[src/rtl/veerwolf_ram_init_pkg.sv]
// Shared types and AXI constants for the post-reset RAM fill-and-verify initiator.
package veerwolf_ram_init_pkg;

    typedef enum logic [2:0] {
        WR_REQ,
        WR_RESP,
        RD_REQ,
        RD_DATA,
        DONE
    } state_t;

    localparam logic [1:0] RESP_OKAY  = 2'b00;
    localparam logic [1:0] BURST_INCR = 2'b01;
    localparam logic [2:0] SIZE_64    = 3'd3;

    // Test word for a byte address: inverted address in the upper half.
    function automatic logic [63:0] pattern(input logic [31:0] addr);
        return {~addr, addr};
    endfunction

endpackage

[src/rtl/veerwolf_ram_init.sv]
// AXI4 initiator that fills RAM with an address-derived pattern after reset,
// then optionally reads every word back and flags the first mismatch.
module veerwolf_ram_init
    import veerwolf_ram_init_pkg::*;
#(
    parameter int unsigned RAM_SIZE  = 32'h10000,
    parameter logic [31:0] BASE_ADDR = 32'h0,
    parameter int unsigned ID_WIDTH  = 6,
    parameter bit          VERIFY    = 1'b1
) (
    input  logic                clk,
    input  logic                rstn,

    output logic [ID_WIDTH-1:0] o_ram_awid,
    output logic [31:0]         o_ram_awaddr,
    output logic [7:0]          o_ram_awlen,
    output logic [2:0]          o_ram_awsize,
    output logic [1:0]          o_ram_awburst,
    output logic                o_ram_awlock,
    output logic [3:0]          o_ram_awcache,
    output logic [2:0]          o_ram_awprot,
    output logic [3:0]          o_ram_awregion,
    output logic [3:0]          o_ram_awqos,
    output logic                o_ram_awvalid,
    input  logic                i_ram_awready,

    output logic [63:0]         o_ram_wdata,
    output logic [7:0]          o_ram_wstrb,
    output logic                o_ram_wlast,
    output logic                o_ram_wvalid,
    input  logic                i_ram_wready,

    input  logic [ID_WIDTH-1:0] i_ram_bid,
    input  logic [1:0]          i_ram_bresp,
    input  logic                i_ram_bvalid,
    output logic                o_ram_bready,

    output logic [ID_WIDTH-1:0] o_ram_arid,
    output logic [31:0]         o_ram_araddr,
    output logic [7:0]          o_ram_arlen,
    output logic [2:0]          o_ram_arsize,
    output logic [1:0]          o_ram_arburst,
    output logic                o_ram_arlock,
    output logic [3:0]          o_ram_arcache,
    output logic [2:0]          o_ram_arprot,
    output logic [3:0]          o_ram_arregion,
    output logic [3:0]          o_ram_arqos,
    output logic                o_ram_arvalid,
    input  logic                i_ram_arready,

    input  logic [ID_WIDTH-1:0] i_ram_rid,
    input  logic [63:0]         i_ram_rdata,
    input  logic [1:0]          i_ram_rresp,
    input  logic                i_ram_rlast,
    input  logic                i_ram_rvalid,
    output logic                o_ram_rready,

    output logic                o_init_done,
    output logic                o_init_error,
    output logic [31:0]         o_err_addr
);

    localparam int unsigned      WORDS    = RAM_SIZE / 8;
    localparam int unsigned      CW       = $clog2(WORDS);
    localparam logic [CW-1:0]    LAST_CNT = CW'(WORDS - 1);

    state_t        state;
    logic [CW-1:0] cnt;
    logic [31:0]   addr;
    logic          aw_done;
    logic          w_done;
    logic          aw_hs;
    logic          w_hs;
    logic          rd_bad;
    logic          unused_ids;

    assign addr       = BASE_ADDR + 32'({cnt, 3'b000});
    assign unused_ids = ^{i_ram_bid, i_ram_rid};

    assign o_ram_awid     = '0;
    assign o_ram_awaddr   = addr;
    assign o_ram_awlen    = '0;
    assign o_ram_awsize   = SIZE_64;
    assign o_ram_awburst  = BURST_INCR;
    assign o_ram_awlock   = 1'b0;
    assign o_ram_awcache  = '0;
    assign o_ram_awprot   = '0;
    assign o_ram_awregion = '0;
    assign o_ram_awqos    = '0;

    assign o_ram_wdata    = pattern(addr);
    assign o_ram_wstrb    = '1;
    assign o_ram_wlast    = 1'b1;

    assign o_ram_arid     = '0;
    assign o_ram_araddr   = addr;
    assign o_ram_arlen    = '0;
    assign o_ram_arsize   = SIZE_64;
    assign o_ram_arburst  = BURST_INCR;
    assign o_ram_arlock   = 1'b0;
    assign o_ram_arcache  = '0;
    assign o_ram_arprot   = '0;
    assign o_ram_arregion = '0;
    assign o_ram_arqos    = '0;

    always_comb begin
        aw_hs  = o_ram_awvalid && i_ram_awready;
        w_hs   = o_ram_wvalid && i_ram_wready;
        rd_bad = (i_ram_rresp != RESP_OKAY) || !i_ram_rlast ||
                 (i_ram_rdata != pattern(addr));
    end

    always_ff @(posedge clk or negedge rstn) begin
        if (!rstn) begin
            state         <= WR_REQ;
            cnt           <= '0;
            aw_done       <= 1'b0;
            w_done        <= 1'b0;
            o_ram_awvalid <= 1'b0;
            o_ram_wvalid  <= 1'b0;
            o_ram_bready  <= 1'b0;
            o_ram_arvalid <= 1'b0;
            o_ram_rready  <= 1'b0;
            o_init_done   <= 1'b0;
            o_init_error  <= 1'b0;
            o_err_addr    <= '0;
        end else begin
            case (state)
                WR_REQ: begin
                    // Nothing raised and nothing completed only happens on the first cycle after reset.
                    if (!o_ram_awvalid && !o_ram_wvalid && !aw_done && !w_done) begin
                        o_ram_awvalid <= 1'b1;
                        o_ram_wvalid  <= 1'b1;
                    end else begin
                        if (aw_hs) begin
                            o_ram_awvalid <= 1'b0;
                            aw_done       <= 1'b1;
                        end
                        if (w_hs) begin
                            o_ram_wvalid <= 1'b0;
                            w_done       <= 1'b1;
                        end
                        if ((aw_done || aw_hs) && (w_done || w_hs)) begin
                            aw_done      <= 1'b0;
                            w_done       <= 1'b0;
                            o_ram_bready <= 1'b1;
                            state        <= WR_RESP;
                        end
                    end
                end

                WR_RESP: begin
                    if (i_ram_bvalid) begin
                        o_ram_bready <= 1'b0;
                        if (i_ram_bresp != RESP_OKAY) begin
                            o_err_addr   <= addr;
                            o_init_error <= 1'b1;
                            o_init_done  <= 1'b1;
                            state        <= DONE;
                        end else if (cnt == LAST_CNT) begin
                            if (VERIFY) begin
                                cnt           <= '0;
                                o_ram_arvalid <= 1'b1;
                                state         <= RD_REQ;
                            end else begin
                                o_init_done <= 1'b1;
                                state       <= DONE;
                            end
                        end else begin
                            cnt           <= cnt + 1'b1;
                            o_ram_awvalid <= 1'b1;
                            o_ram_wvalid  <= 1'b1;
                            state         <= WR_REQ;
                        end
                    end
                end

                RD_REQ: begin
                    if (i_ram_arready) begin
                        o_ram_arvalid <= 1'b0;
                        o_ram_rready  <= 1'b1;
                        state         <= RD_DATA;
                    end
                end

                RD_DATA: begin
                    if (i_ram_rvalid) begin
                        o_ram_rready <= 1'b0;
                        if (rd_bad) begin
                            o_err_addr   <= addr;
                            o_init_error <= 1'b1;
                            o_init_done  <= 1'b1;
                            state        <= DONE;
                        end else if (cnt == LAST_CNT) begin
                            o_init_done <= 1'b1;
                            state       <= DONE;
                        end else begin
                            cnt           <= cnt + 1'b1;
                            o_ram_arvalid <= 1'b1;
                            state         <= RD_REQ;
                        end
                    end
                end

                default: ;
            endcase
        end
    end

endmodule

[config.mk]
export PLATFORM = sky130hd
export DESIGN_NAME = veerwolf_ram_init
export DESIGN_NICKNAME = d
export VERILOG_FILES = /design/src/rtl/veerwolf_ram_init_pkg.sv /design/src/rtl/veerwolf_ram_init.sv
export SDC_FILE = /design/constraint.sdc
export NUM_CORES = 1
export LEC_CHECK = 0
export CAP_MARGIN = 25
export CORE_MARGIN = 8
export CORE_UTILIZATION = 30
export CTS_BUF_LIST = sky130_fd_sc_hd__clkbuf_4 sky130_fd_sc_hd__clkbuf_8
export DETAILED_ROUTE_END_ITERATION = 8
export PLACE_DENSITY_LB_ADDON = 0.2
export REMOVE_ABC_BUFFERS = 1
export SYNTH_ARGS = -nofsm -noshare
export SYNTH_HDL_FRONTEND = slang
export SYNTH_SLANG_ARGS = --single-unit
export TNS_END_PERCENT = 30
[constraint.sdc]
create_clock -name clk -period 2.7 [get_ports clk]
set_input_delay 0.405 -clock clk [delete_from_list [all_inputs] [get_ports clk]]
set_output_delay 0.405 -clock clk [all_outputs]
set_load 0.02 [all_outputs]
==> flow_summary.json <==
{
  "fp.dieH_um": 129,
  "cts.sinks": 38,
  "yosysTopAreaCellShare_pct": 39.2,
  "postRouteAntennaNets": 0,
  "path_class": "primary input to register",
  "setup_viol": 0,
  "r2r_setup_slack_ns": 0.21,
  "clockBufferDepth": 2,
  "worst_ep_arrival_time_ns": 2.73,
  "synth_area_leaders": "buf_4 39%, dfrtp_1 25%, mux2_4 3.5%, nand4_1 2.0%, nand2_1 1.9%",
  "synth-edff-count": 0,
  "p_per_area_nw_per_um2": 520,
  "start_kind": "primary input",
  "syn_area_um2": 3830,
  "crit_path_end_kind": "register",
  "wl_mm": 11.6,
  "cts_hold_buf": 0,
  "path_max_fanout": 8,
  "synth_seq_area_share_pct": 24.8,
  "viasPerCell": 3.97,
  "outcome": "finished clean",
  "cts.clk_slew.worst_paths_ns": 0.08,
  "fmax_mhz": 391,
  "synthCells": 445,
  "layout-drive-gt1-share_pct": 10.5,
  "dieArea_um2": 16600,
  "num_vias": 2978,
  "setup_tns_ns": 0,
  "antenna_found_initial": 0,
  "cts.root.buffer_cell": "clkbuf_8",
  "rsz0062_at_grt": "false",
  "ys_warn_count": 0,
  "io_pins": 334,
  "startpoint": "i_ram_rdata[17]",
  "yosys-top-cells-count": "200 x buf_4, 38 x dfrtp_1, 19 x nand2_1",
  "min_period_ns": 2.56,
  "period_share_pct": 94.6,
  "gp_congestion": 0.831,
  "clock_skew_ns": 0.00766,
  "power.total_mw": 2.56,
  "first_pass_iters": 4,
  "ff2ff_path_depth": 9,
  "io_buffers": 147,
  "cts_setup_buffers": 0,
  "critical_path_depth": 8,
  "critical_path.cell_chain": "clkdlybuf4s50_1 > nor4_1 > nand4_1 > or4_4 > nor3_4 > a21oi_4 > buf_12 > mux2_4",
  "ys_types": 48,
  "critical_path_buf_inv_count": 2,
  "grt_max_degree": 39,
  "post_drt_wl_per_cell_um": 15.4,
  "timing.rr.start": "cnt[1]",
  "hp-class": "primary input to asynchronous set/reset pin",
  "fillCellCount": 1285,
  "crit_family": "simple AND/OR/NAND/NOR gates",
  "async_flop_share_pct": 100,
  "drtIter0Drc": 101,
  "cts_made_buffers": 5,
  "antenna_cells": 0,
  "track_usage_pct": 12.6,
  "grt_first_pass_wirelength_mm": 16.7,
  "areaGrowthSynthToFinish_pct": 28.6,
  "ys_seq_elements": 38,
  "clk_latency_ns": 0.29,
  "pre_cts_ws_ns": -0.438,
  "std_cell_rows": 41,
  "r2r_end": "cnt[5]",
  "synth_area_per_cell_um2": 8.61,
  "fin_ws_ns": 0.145,
  "max_stage_delay_ns": 0.58,
  "slew-limit-headroom_pct": 40.3,
  "peakVddDrop_v": 0.000343,
  "worst_pin_slew_ns": 0.896,
  "grt_pass1_vias": 3177,
  "die_w_um": 129,
  "slowest_stage": "or4_4",
  "synth_top_cell_by_area": "buf_4",
  "maxCapViolations": 0,
  "placed_cells": 744,
  "required_ns": 2.88,
  "nets": 669,
  "hold_viol_final": 0,
  "grt_overflow_total": 0,
  "hpwlAfterDp_mm": 9.71,
  "synthFlopType": "dfrtp_1",
  "timing.final.max_slew_violations": 0,
  "cts_tree": "built",
  "cellLeakagePower_nw": 2.32,
  "start_util_pct": 30.5,
  "htree_levels": 2,
  "core_area_um2": 12600,
  "instances_no_fill": 751,
  "endpoint": "o_err_addr[3]",
  "yosysMostFrequentCell": "buf_4",
  "post-route-drc-count": 0
}
-- state kept, by name (all words and copies together) (netlist names) --
| register | cells |
|---|---|
| w_done | 1 |
| o_init_error | 1 |
| o_ram_bready | 1 |
| aw_done | 1 |
| o_init_done | 1 |
| state | 3 |
| o_ram_awvalid | 1 |
| o_ram_arvalid | 1 |
| o_ram_rready | 1 |
| o_err_addr | 13 |
| cnt | 13 |
| o_ram_wvalid | 1 |
-- routing by layer --
metal | vias to the layer above | wire [um] | GRT usage [%]
li1 | 1396 | - | -
met1 | 1392 | 4080 | 13.2
met2 | 181 | 6220 | 24.1
met3 | 9 | 1140 | 3.82
met4 | 0 | 118 | 2.97
met5 | - | 0 | 0
-- how the worst min path moves through the flow --
stage                 start             end  slack (ns)  depth (start not counted)
2_1_floorplan          rstn         aw_done        0.11                          0
3_3_place_gp   o_init_error    o_init_error        0.46                          1
3_5_place_dp   o_init_error    o_init_error        0.46                          1
4_1_cts                rstn  o_err_addr[15]        0.28                          1
5_1_grt                rstn   o_err_addr[8]        0.32                          1
6_report               rstn   o_err_addr[8]        0.23                          1
-- worst reg2reg max path, stage by stage (launching register included) --
cell and delay [ns]:
dfrtp_1 0.40, or3b_1 0.37, a2111oi_2 0.31, buf_4 0.17
nand4_1 0.10, buf_6 0.16, nor4b_4 0.36, buf_6 0.18
o221ai_2 0.09, a22o_1 0.26
-- stage by stage --
| step | hold slack, ns | util, % | instance area [um^2] |
|---|---|---|---|
| 5_1_grt | 0.315 | 39.2 | 4930 |
| 4_1_cts | 0.280 | 38.9 | 4880 |
| 3_3_place_gp | 0.458 | 38.0 | 4770 |
| 3_5_place_dp | 0.463 | 38.0 | 4770 |
| 6_report | 0.231 | 39.2 | 4930 |
| 2_1_floorplan | 0.109 | - | 2920 |
-- cell usage in the layout, fill, tap and decap left out, types with 4 or more instances in the layout --
cell and n:
o22ai_1 4, or3b_2 6, clkbuf_8 6, nand3b_1 7
nand4_1 12, a21oi_1 7, o21ai_0 11, dlymetal6s2s_1 15
buf_4 16, xnor2_1 8, nand3_1 8, a31oi_1 4
nand2_1 19, conb_1 174, dfrtp_1 38, nor2_1 16
mux2_2 5, nor4_1 6, o211ai_1 7, nor3_1 5
mux2_4 9, inv_1 16, clkdlybuf4s50_1 128
-- layout make-up --
class	instances	area (um^2)	share of cell area (%)
well taps	172	215	4.37
repair buffers	168	1690	34.4
multi-input cells	351	1930	39.1
clock buffers	6	82.6	1.68
flip-flops and latches	38	951	19.3
inverters	16	60.1	1.22
-- cells by family after synthesis --
| kind of cell | share of synthesized area, % |
|---|---|
| fa+ha+maj | 0.326 |
| buf+inv | 42.3 |
| mux | 5.00 |
| compound gates | 10.3 |
| other cells | 0.196 |
| simple gates | 14.5 |
| flops | 24.8 |
| xor+xnor | 2.51 |
-- power by group --
group	internal, mW	leakage [nW]	switching [mW]	total, mW
clock network	0.197	0.0431	0.206	0.403
logic	0.581	1.79	0.770	1.35
registers	0.689	0.483	0.119	0.808
-- repair_timing --
item	4_1_cts	5_1_grt
resized for setup	10	17
endpoints found under the setup margin	27	29
cloned	1	0
pin swaps	6	11
No activity file was read; power rests on OpenSTA's default activity.
==> patch, RTL diff (config.mk and constraints unchanged) <==
`ID_WIDTH`: 6 -> 5.
--- a/src/rtl/veerwolf_ram_init.sv
+++ b/src/rtl/veerwolf_ram_init.sv
@@ -6,5 +6,5 @@
     parameter int unsigned RAM_SIZE  = 32'h10000,
     parameter logic [31:0] BASE_ADDR = 32'h0,
-    parameter int unsigned ID_WIDTH  = 6,
+    parameter int unsigned ID_WIDTH  = 5,
     parameter bit          VERIFY    = 1'b1
 ) (
Ports: changed (resized i_ram_bid, i_ram_rid, o_ram_arid and o_ram_awid); port bits go from 334 to 330. The function was not compared with the original's and may differ.
==> patch against the original RTL <==
Design area decreased by 0.94%. Clock skew decreased by 0.0035 ns. Wire length grew 0.32%. Worst setup slack got worse by 0.060 ns. Area after synthesis decreased by 0.39%. Highest routed layer unchanged. Critical endpoint is now cnt[11]. Total power down 0.28%. Sequential share of layout area is 0.18 points higher. Sequential cell count unchanged. Largest cell class unchanged.
==> patch: results (changes against the original RTL) <==
status complete, no violations; largest net degree at the start of global routing 39 (unchanged); share of cells above drive strength 1 0.1076 (+0.002285); GRT Resource Usage Total 0.1268 (+0.0006107); maximum vdd drop 0.4445 mV (+29%); final antenna diode count 0 (unchanged); sequential share of the synthesized area 0.2491 (+0.0009759); Root Buffer clkbuf_8; Yosys Warn Count 0 (unchanged); clock buffer depth 2 (unchanged); initial DRC count 87 (-14%); Post-synth ARST share 1.000 (unchanged); TritonCTS Buffers 5 (unchanged); Placer Congestion 0.8205 (-1.3%); via count 2958 (-0.67%); list of most frequent post-synthesis cells buf_4, dfrtp_1, nand2_1; Fill cells 1297 (+0.93%); initial antenna violation count 0 (unchanged); Top Registers cnt x13, o_err_addr x13, state x3; Worst Hold Class in -> async; DRT Pass-1 Iters 4 (unchanged); most common flop cell mapped by yosys dfrtp_1; PortBufs 147 (unchanged); Lkg Pwr 2.230 nW (-3.8%); top cells by area, synth buf_4, dfrtp_1, mux2_4, nand4_1, nand2_1; vias in the first global route 3133 (-1.4%); final WL 11600 microns (+0.32%); Final HPWL DP 9786 microns (+0.79%); Clk Latency, worst-skew pair 0.29 ns (about the same); Unique masters post-synth 48 (unchanged); Slew headroom 0.4070 (+0.004330); first-pass GRT wire length 16860 microns (+0.66%); CP max FO 7 (-1); Max H-tree Level 2 (unchanged); Nets 664 (-0.75%); Worst Skew 0.004169 ns (-0.003490 ns); Post-DP Area 0.004746 sq mm (-0.58%); Clk pin slew, worst setup/hold paths 0.08 ns (about the same)
==> patch: cell types whose count changed after synthesis <==
| cell | change |
|---|---|
| buf_4 | -2 |
==> patch: where the power goes <==
part / internal, W / leakage (nW) / switching (W)
logic: 0.000579 / 1.70 / 0.000781
registers: 0.000689 / 0.483 / 0.000107
clock network: 0.000197 / 0.0431 / 0.000202
==> patch: cell type report <==
| cell class | count | area (sq um) | share of cell area |
|---|---|---|---|
| clock buffer | 6 | 82.58 | 0.01691 |
| timing repair buffer | 167 | 1638 | 0.3354 |
| sequential | 38 | 950.9 | 0.1947 |
| inverter | 16 | 60.06 | 0.01230 |
| tap | 172 | 215.2 | 0.04407 |
| multi-input combinational | 349 | 1937 | 0.3966 |
==> patch: repair_timing <==
item	CTS	global route
gates cloned	0	0
endpoints found under the setup margin	24	23
pin swaps	7	8
gates resized for setup	12	10
hold buffers	0	0
setup buffers	0	1
endpoints found under the hold margin	0	0
==> patch: through the flow <==
step                        util  setup TNS [ns]  setup slack, ns  power (W)  std cells
after floorplan                -          -1.359          -0.1736   0.001520        403
after CTS                 0.3865               0         0.008085   0.002580        747
after global routing      0.3901               0         0.004837   0.002715        748
after detailed placement  0.3791          -9.898          -0.3877   0.002163        741
after global placement    0.3791          -9.487          -0.3530   0.002147        741
final                     0.3901               0          0.08525   0.002555        748
==> patch: critical path, cell delays in order <==
cell and delay, ns:
clkdlybuf4s50_1 0.42, nor4b_2 0.33, buf_4 0.16, nand4_1 0.08
or4_4 0.55, nor4b_4 0.29, buf_4 0.21, o211ai_1 0.09
a22o_1 0.25
==> patch: logic make-up (layout without fill, tap and decap cells) <==
logic type	Yosys count	after routing	synth area share
other cells	2	172	0.001967
simple gates	95	95	0.1459
fa+ha+maj	1	1	0.003277
buf+inv	226	189	0.4208
flops	38	38	0.2491
compound gates	56	56	0.1036
mux	14	14	0.05015
xor+xnor	11	11	0.02524
==> patch: path summary, 6_finish.rpt <==
kind,slack (ns),cells after the start,endpoint,start
max,0.09,9,cnt[11],i_ram_rresp[0]
min,0.24,1,o_err_addr[4],rstn
max reg2reg,0.24,9,cnt[11],cnt[1]
min reg2reg,0.48,1,o_init_error,o_init_error
max in group asynchronous,1.90,1,o_err_addr[10],rstn
min in group clk,0.48,1,o_init_error,o_init_error
==> patch: per-layer routing <==
metal,part of all wire,up-vias,global-route usage
met4,0.0040,0,0.02004
met2,0.54,162,0.2451
li1,-,1390,-
met3,0.10,5,0.04634
met5,0,-,0
met1,0.35,1401,0.1284
